[config.mk]
export PLATFORM = sky130hd
export DESIGN_NAME = trap_ctrl
export DESIGN_NICKNAME = d
export VERILOG_FILES = /design/src/rtl/trap_ctrl.sv
export SDC_FILE = /design/constraint.sdc
export NUM_CORES = 1
export LEC_CHECK = 0
export BUFFER_PORTS_ARGS = -buffer_cell sky130_fd_sc_hd__buf_2
export CAP_MARGIN = 20
export CORE_UTILIZATION = 40
export CTS_CLUSTER_DIAMETER = 150
export DETAILED_ROUTE_END_ITERATION = 10
export PLACE_DENSITY = 0.63
export SLEW_MARGIN = 10
export SYNTH_ARGS = -nofsm -noshare
export SYNTH_HDL_FRONTEND = slang
export SYNTH_SLANG_ARGS = --single-unit
[constraint.sdc]
create_clock -name clk -period 4.6 [get_ports clk]
set_input_delay 0.92 -clock clk [delete_from_list [all_inputs] [get_ports clk]]
set_output_delay 0.92 -clock clk [all_outputs]
set_load 0.1 [all_outputs]
[src/rtl/trap_ctrl.sv]
// Machine-mode trap responder: owns mstatus/mie/mtvec/mscratch/mepc/mcause and
// redirects the pipeline on trap entry and mret. Optional macro: TRAP_VECTORED_EN.
module trap_ctrl (
    input  logic        clk,
    input  logic        reset,
    input  logic        interrupt_req,
    input  logic [31:0] interrupt_cause,
    input  logic [31:0] mip,
    input  logic        wb_valid,
    input  logic [31:0] wb_pc,
    input  logic [31:0] wb_next_pc,
    input  logic        exc_valid,
    input  logic [31:0] exc_cause,
    input  logic        wb_mret,
    input  logic        csr_we,
    input  logic [11:0] csr_addr,
    input  logic [31:0] csr_wdata,
    output logic [31:0] csr_rdata,
    output logic [31:0] mie,
    output logic [31:0] mstatus,
    output logic        global_int_enable,
    output logic        int_ack,
    output logic        trap_flush,
    output logic [31:0] trap_pc
);

    localparam logic [11:0] A_MSTATUS  = 12'h300;
    localparam logic [11:0] A_MIE      = 12'h304;
    localparam logic [11:0] A_MTVEC    = 12'h305;
    localparam logic [11:0] A_MSCRATCH = 12'h340;
    localparam logic [11:0] A_MEPC     = 12'h341;
    localparam logic [11:0] A_MCAUSE   = 12'h342;
    localparam logic [11:0] A_MIP      = 12'h344;
    localparam logic [31:0] MIE_MASK   = 32'h0000_0888;

    typedef enum logic [1:0] {RUN, TRAP, RET} state_t;

    typedef struct packed {
        logic exc;
        logic ret;
        logic irq;
        logic wr;
    } evt_t;

    state_t      state_q, state_d;
    evt_t        evt;
    logic        st_mie, st_mpie;
    logic [31:0] mie_q;
    logic [29:0] mtvec_base;
    logic        mtvec_mode;
    logic [31:0] mscratch_q;
    logic [29:0] mepc_q;
    logic [31:0] mcause_q;
    logic [31:0] vec_pc;
    logic        retire;
    logic        unused_bits;

    assign unused_bits = ^{wb_pc[1:0], wb_next_pc[1:0], interrupt_cause[31:30]};

    // Flushed instructions in TRAP/RET never reach this decode.
    assign retire   = (state_q == RUN) & wb_valid;
    assign evt.exc  = retire & exc_valid;
    assign evt.ret  = retire & ~exc_valid & wb_mret;
    assign evt.irq  = retire & ~exc_valid & ~wb_mret & interrupt_req;
    assign evt.wr   = retire & ~exc_valid & csr_we;

    assign int_ack           = evt.irq & reset;
    assign mstatus           = {19'b0, 2'b11, 3'b0, st_mpie, 3'b0, st_mie, 3'b0};
    assign mie               = mie_q;
    assign global_int_enable = st_mie;

`ifdef TRAP_VECTORED_EN
    always_ff @(posedge clk or negedge reset) begin
        if (!reset)
            mtvec_mode <= 1'b0;
        else if (evt.wr && csr_addr == A_MTVEC)
            mtvec_mode <= csr_wdata[0];
    end

    // Only interrupts are vectored; exceptions share BASE.
    always_comb begin
        vec_pc = {mtvec_base, 2'b00};
        if (mtvec_mode && evt.irq)
            vec_pc = {mtvec_base, 2'b00} + {interrupt_cause[29:0], 2'b00};
    end
`else
    assign mtvec_mode = 1'b0;
    assign vec_pc     = {mtvec_base, 2'b00};
`endif

    always_comb begin
        csr_rdata = 32'h0;
        case (csr_addr)
            A_MSTATUS:  csr_rdata = mstatus;
            A_MIE:      csr_rdata = mie_q;
            A_MTVEC:    csr_rdata = {mtvec_base, 1'b0, mtvec_mode};
            A_MSCRATCH: csr_rdata = mscratch_q;
            A_MEPC:     csr_rdata = {mepc_q, 2'b00};
            A_MCAUSE:   csr_rdata = mcause_q;
            A_MIP:      csr_rdata = mip;
            default:    csr_rdata = 32'h0;
        endcase
    end

    always_ff @(posedge clk or negedge reset) begin
        if (!reset)
            state_q <= RUN;
        else
            state_q <= state_d;
    end

    always_comb begin
        state_d = state_q;
        case (state_q)
            RUN: begin
                if (evt.exc || evt.irq)
                    state_d = TRAP;
                else if (evt.ret)
                    state_d = RET;
            end
            TRAP:    state_d = RUN;
            RET:     state_d = RUN;
            default: state_d = RUN;
        endcase
    end

    // Trap hardware takes precedence over a same-cycle software write.
    always_ff @(posedge clk or negedge reset) begin
        if (!reset) begin
            st_mie  <= 1'b0;
            st_mpie <= 1'b0;
        end else if (evt.exc || evt.irq) begin
            st_mpie <= st_mie;
            st_mie  <= 1'b0;
        end else if (evt.ret) begin
            st_mie  <= st_mpie;
            st_mpie <= 1'b1;
        end else if (evt.wr && csr_addr == A_MSTATUS) begin
            st_mie  <= csr_wdata[3];
            st_mpie <= csr_wdata[7];
        end
    end

    always_ff @(posedge clk or negedge reset) begin
        if (!reset) begin
            mie_q      <= 32'h0;
            mtvec_base <= 30'h0;
            mscratch_q <= 32'h0;
        end else if (evt.wr) begin
            if (csr_addr == A_MIE)      mie_q      <= csr_wdata & MIE_MASK;
            if (csr_addr == A_MTVEC)    mtvec_base <= csr_wdata[31:2];
            if (csr_addr == A_MSCRATCH) mscratch_q <= csr_wdata;
        end
    end

    always_ff @(posedge clk or negedge reset) begin
        if (!reset) begin
            mepc_q   <= 30'h0;
            mcause_q <= 32'h0;
        end else if (evt.exc) begin
            mepc_q   <= wb_pc[31:2];
            mcause_q <= exc_cause;
        end else if (evt.irq) begin
            mepc_q   <= wb_next_pc[31:2];
            mcause_q <= interrupt_cause;
        end else if (evt.wr) begin
            if (csr_addr == A_MEPC)   mepc_q   <= csr_wdata[31:2];
            if (csr_addr == A_MCAUSE) mcause_q <= csr_wdata;
        end
    end

    always_ff @(posedge clk or negedge reset) begin
        if (!reset) begin
            trap_flush <= 1'b0;
            trap_pc    <= 32'h0;
        end else begin
            trap_flush <= evt.exc | evt.irq | evt.ret;
            if (evt.exc || evt.irq)
                trap_pc <= vec_pc;
            else if (evt.ret)
                trap_pc <= {mepc_q, 2'b00};
        end
    end

endmodule

==> results by group <==
Run status
  • Status: complete, no violations

Clocking
  • Setup bufs post-CTS: 0
  • H-tree depth: 4
  • Cts hold-fix bufs: 0
  • Clock sink total: ~160
  • Clk root buf: clkbuf_16
  • Clk buf depth: 2
  • Clock Latency Late Sink: around 430 ps
  • TritonCTS Buffers: 17
  • Clk slew on worst S/H paths: ~70 ps
  • Post-cts resize count: 0
  • CTS tree: done

Placed design
  • Final HPWL DP: ~21000 um
  • Buffers on Ports: 276
  • Gp weighted congestion: ~0.8

Drt
  • Via density: between 5 and 6
  • Drc violations: 0
  • Initial DRC count: 455
  • Detailed Routing Iterations Pass 1: 5
  • Routed wire length: about 32000 um
  • Antenna-violating nets left: 0
  • WL per Instance: roughly 21 um
  • Via count: between 8000 and 9000

Global routing
  • GRT Overall Usage: a little over a quarter
  • Total grt overflow: 0
  • Initial antenna violation count: 1
  • Vias in the first global route: around 8000
  • First-pass GRT wire length: roughly 47000 um
  • Largest net degree at the start of global routing: 72

Yosys
  • Cells after Synth: about 960
  • Yosys cell types: between 50 and 60
  • Synth Area per Inst: about 10 sq um
  • Post-Syn Area: 9560 sq um
  • Post-synth EDFFs: 0
  • Yosys warns: 0
  • #FFs+latches synth: 162
  • Async SR Flop Fraction: 100%
  • Post-synthesis sequential area ratio: 42.4%
  • Ys flop type: dfrtp_1

Floorplanning
  • Total I/O pin count: 342
  • Die width: approximately 160 um
  • Site Rows: 56
  • DIE AREA: between 20000 and 25000 sq um
  • Starting Density: 40.7%
  • Die H: 157 um
  • Core ar.: around 23000 sq um

Power and ir drop
  • Combinational share of power: 30.2%
  • VDD IR max: between 200 and 250 uV
  • Switching share of total power: about two fifths
  • Net Sw Power: 1.81 mW
  • Final Power: 4.70 mW
  • Leak: roughly 5.6 nW
  • Flop pwr share: 37.6%
  • Clock Power Share: roughly 32%
  • P_int: 2.89 mW
  • Pwr per Cell Area: just under 400 nW/um^2

Worst setup path
  • Setup crit end kind: primary output
  • Critical Path AT: between 2000 and 3000 ps
  • CP startpoint kind: input port
  • Crit Path Max Fanout: 19
  • CP Data Required Time: 3680 ps
  • Worst setup path class: input port to primary output

Timing
  • Unrepaired setup endpoints after global routing: false
  • Slew @ Worst Pin: 1020 ps
  • Max Fclk: 258 MHz
  • Final setup fails: 0
  • Min Tclk post-route: ~3900 ps
  • Fin Setup TNS: 0 ps
  • Worst rel slew slack: around a third
  • WHS: 332 ps
  • Clk_skew: a little over 10 ps
  • Fin crit share: roughly 84%
  • Final Hold Fails: 0
  • Max Slew Vio Count: 0

Final layout
  • Diodes inserted: 0
  • Share of layout cells above drive strength 1: between 40% and 50%
  • Most frequent cells in the layout: buf_2 (243), dfrtp_1 (162), nor2_1 (97)
  • Commonest non-fill, non-tap cell in the layout: buf_2
  • Nets: 1405
  • Area grow syn2layout: 26.1%
  • Filler cells: roughly 2200

Run
  • Maxcap violations: 0

Min path
  • HP Class: input port to asynchronous set/reset pin
[routing by layer]
metal	wire (um)	vias to the layer above	global-route usage, %	share of wire (%)
met4	345	2	5.88	1.1
met3	1960	27	5.32	6.2
met2	16000	345	46.9	51
met5	13	-	0	0.041
li1	-	3854	-	-
met1	13300	4085	33.1	42
[cell usage after synthesis, types with 20 or more instances]
master / number / area (sq um)
nand2_1: 72 / 270
o221ai_1: 20 / 175
mux2_2: 95 / 1070
nor2_1: 97 / 364
mux2_4: 31 / 465
o21ai_0: 21 / 105
mux2i_1: 27 / 270
a31oi_1: 83 / 519
buf_4: 65 / 488
buf_2: 29 / 145
nand3_1: 77 / 385
dfrtp_1: 162 / 4050
a22oi_1: 41 / 308
clkbuf_1: 35 / 131
[worst paths after layout]
path	start	endpoint	slack (ps)	cells after the start
max in group asynchronous	reset	mcause_q[17]	3070	2
min reg2reg	mscratch_q[21]	mscratch_q[21]	500	1
min	reset	mepc_q[2]	330	1
max reg2reg	state_q[1]	mtvec_base[20]	1700	6
min in group clk	mscratch_q[21]	mscratch_q[21]	500	1
max	csr_addr[5]	csr_rdata[13]	720	7
[logic make-up (layout without fill, tap and decap cells)]
kind of cell	after synthesis	count (layout)	share of synthesized area (%)
mux	156	156	19.2
buf+inv	147	339	9.57
simple gates	278	278	13.9
flops	162	162	42.4
other cells	2	61	0.0786
compound gates	211	211	14.8
[sequential cells by signal, indices dropped and copies added (netlist names)]
signal             cells
trap_pc               30
mscratch_q            32
global_int_enable      1
mepc_q                30
st_mpie                1
trap_flush             1
state_q                2
mcause_q              32
mie                    3
mtvec_base            30
[metrics by stage]
stage / setup slack (ps) / utilization [%] / std cells / instance area (sq um)
after floorplan: 95.8 / - / 1015 / 9780
after global placement: 716 / 48.6 / 1494 / 11400
after detailed placement: 728 / 48.6 / 1494 / 11400
after CTS: 718 / 51.3 / 1526 / 12000
after global routing: 599 / 51.3 / 1526 / 12000
final: 721 / 51.3 / 1526 / 12000
[power by group through the flow]
stage,Clock [mW],Sequential [mW],Combinational (mW)
after floorplan,0,2.15,0.751
after global placement,0,1.78,1.40
after detailed placement,0,1.79,1.42
after CTS,1.54,1.77,1.42
after global routing,1.60,1.79,1.49
final,1.51,1.77,1.42
[area by class of cell]
| type | count | area (sq um) | area share (%) |
|---|---|---|---|
| Sequential cell | 162 | 4050 | 33.6 |
| Timing Repair Buffer | 301 | 2070 | 17.2 |
| Clock inverter | 14 | 195 | 1.62 |
| Multi-Input combinational cell | 706 | 4870 | 40.4 |
| Tap cell | 319 | 399 | 3.31 |
| Clock buffer | 18 | 439 | 3.64 |
| Inverter | 6 | 22.5 | 0.187 |
[worst max-delay path, cell delays in order]
cell     delay [ps]
buf_2           130
nor4_2          530
and2_2          490
buf_12          240
a22oi_1          80
o22ai_1         320
buf_12          230
Note: power is estimated with default switching activity, not from simulation.
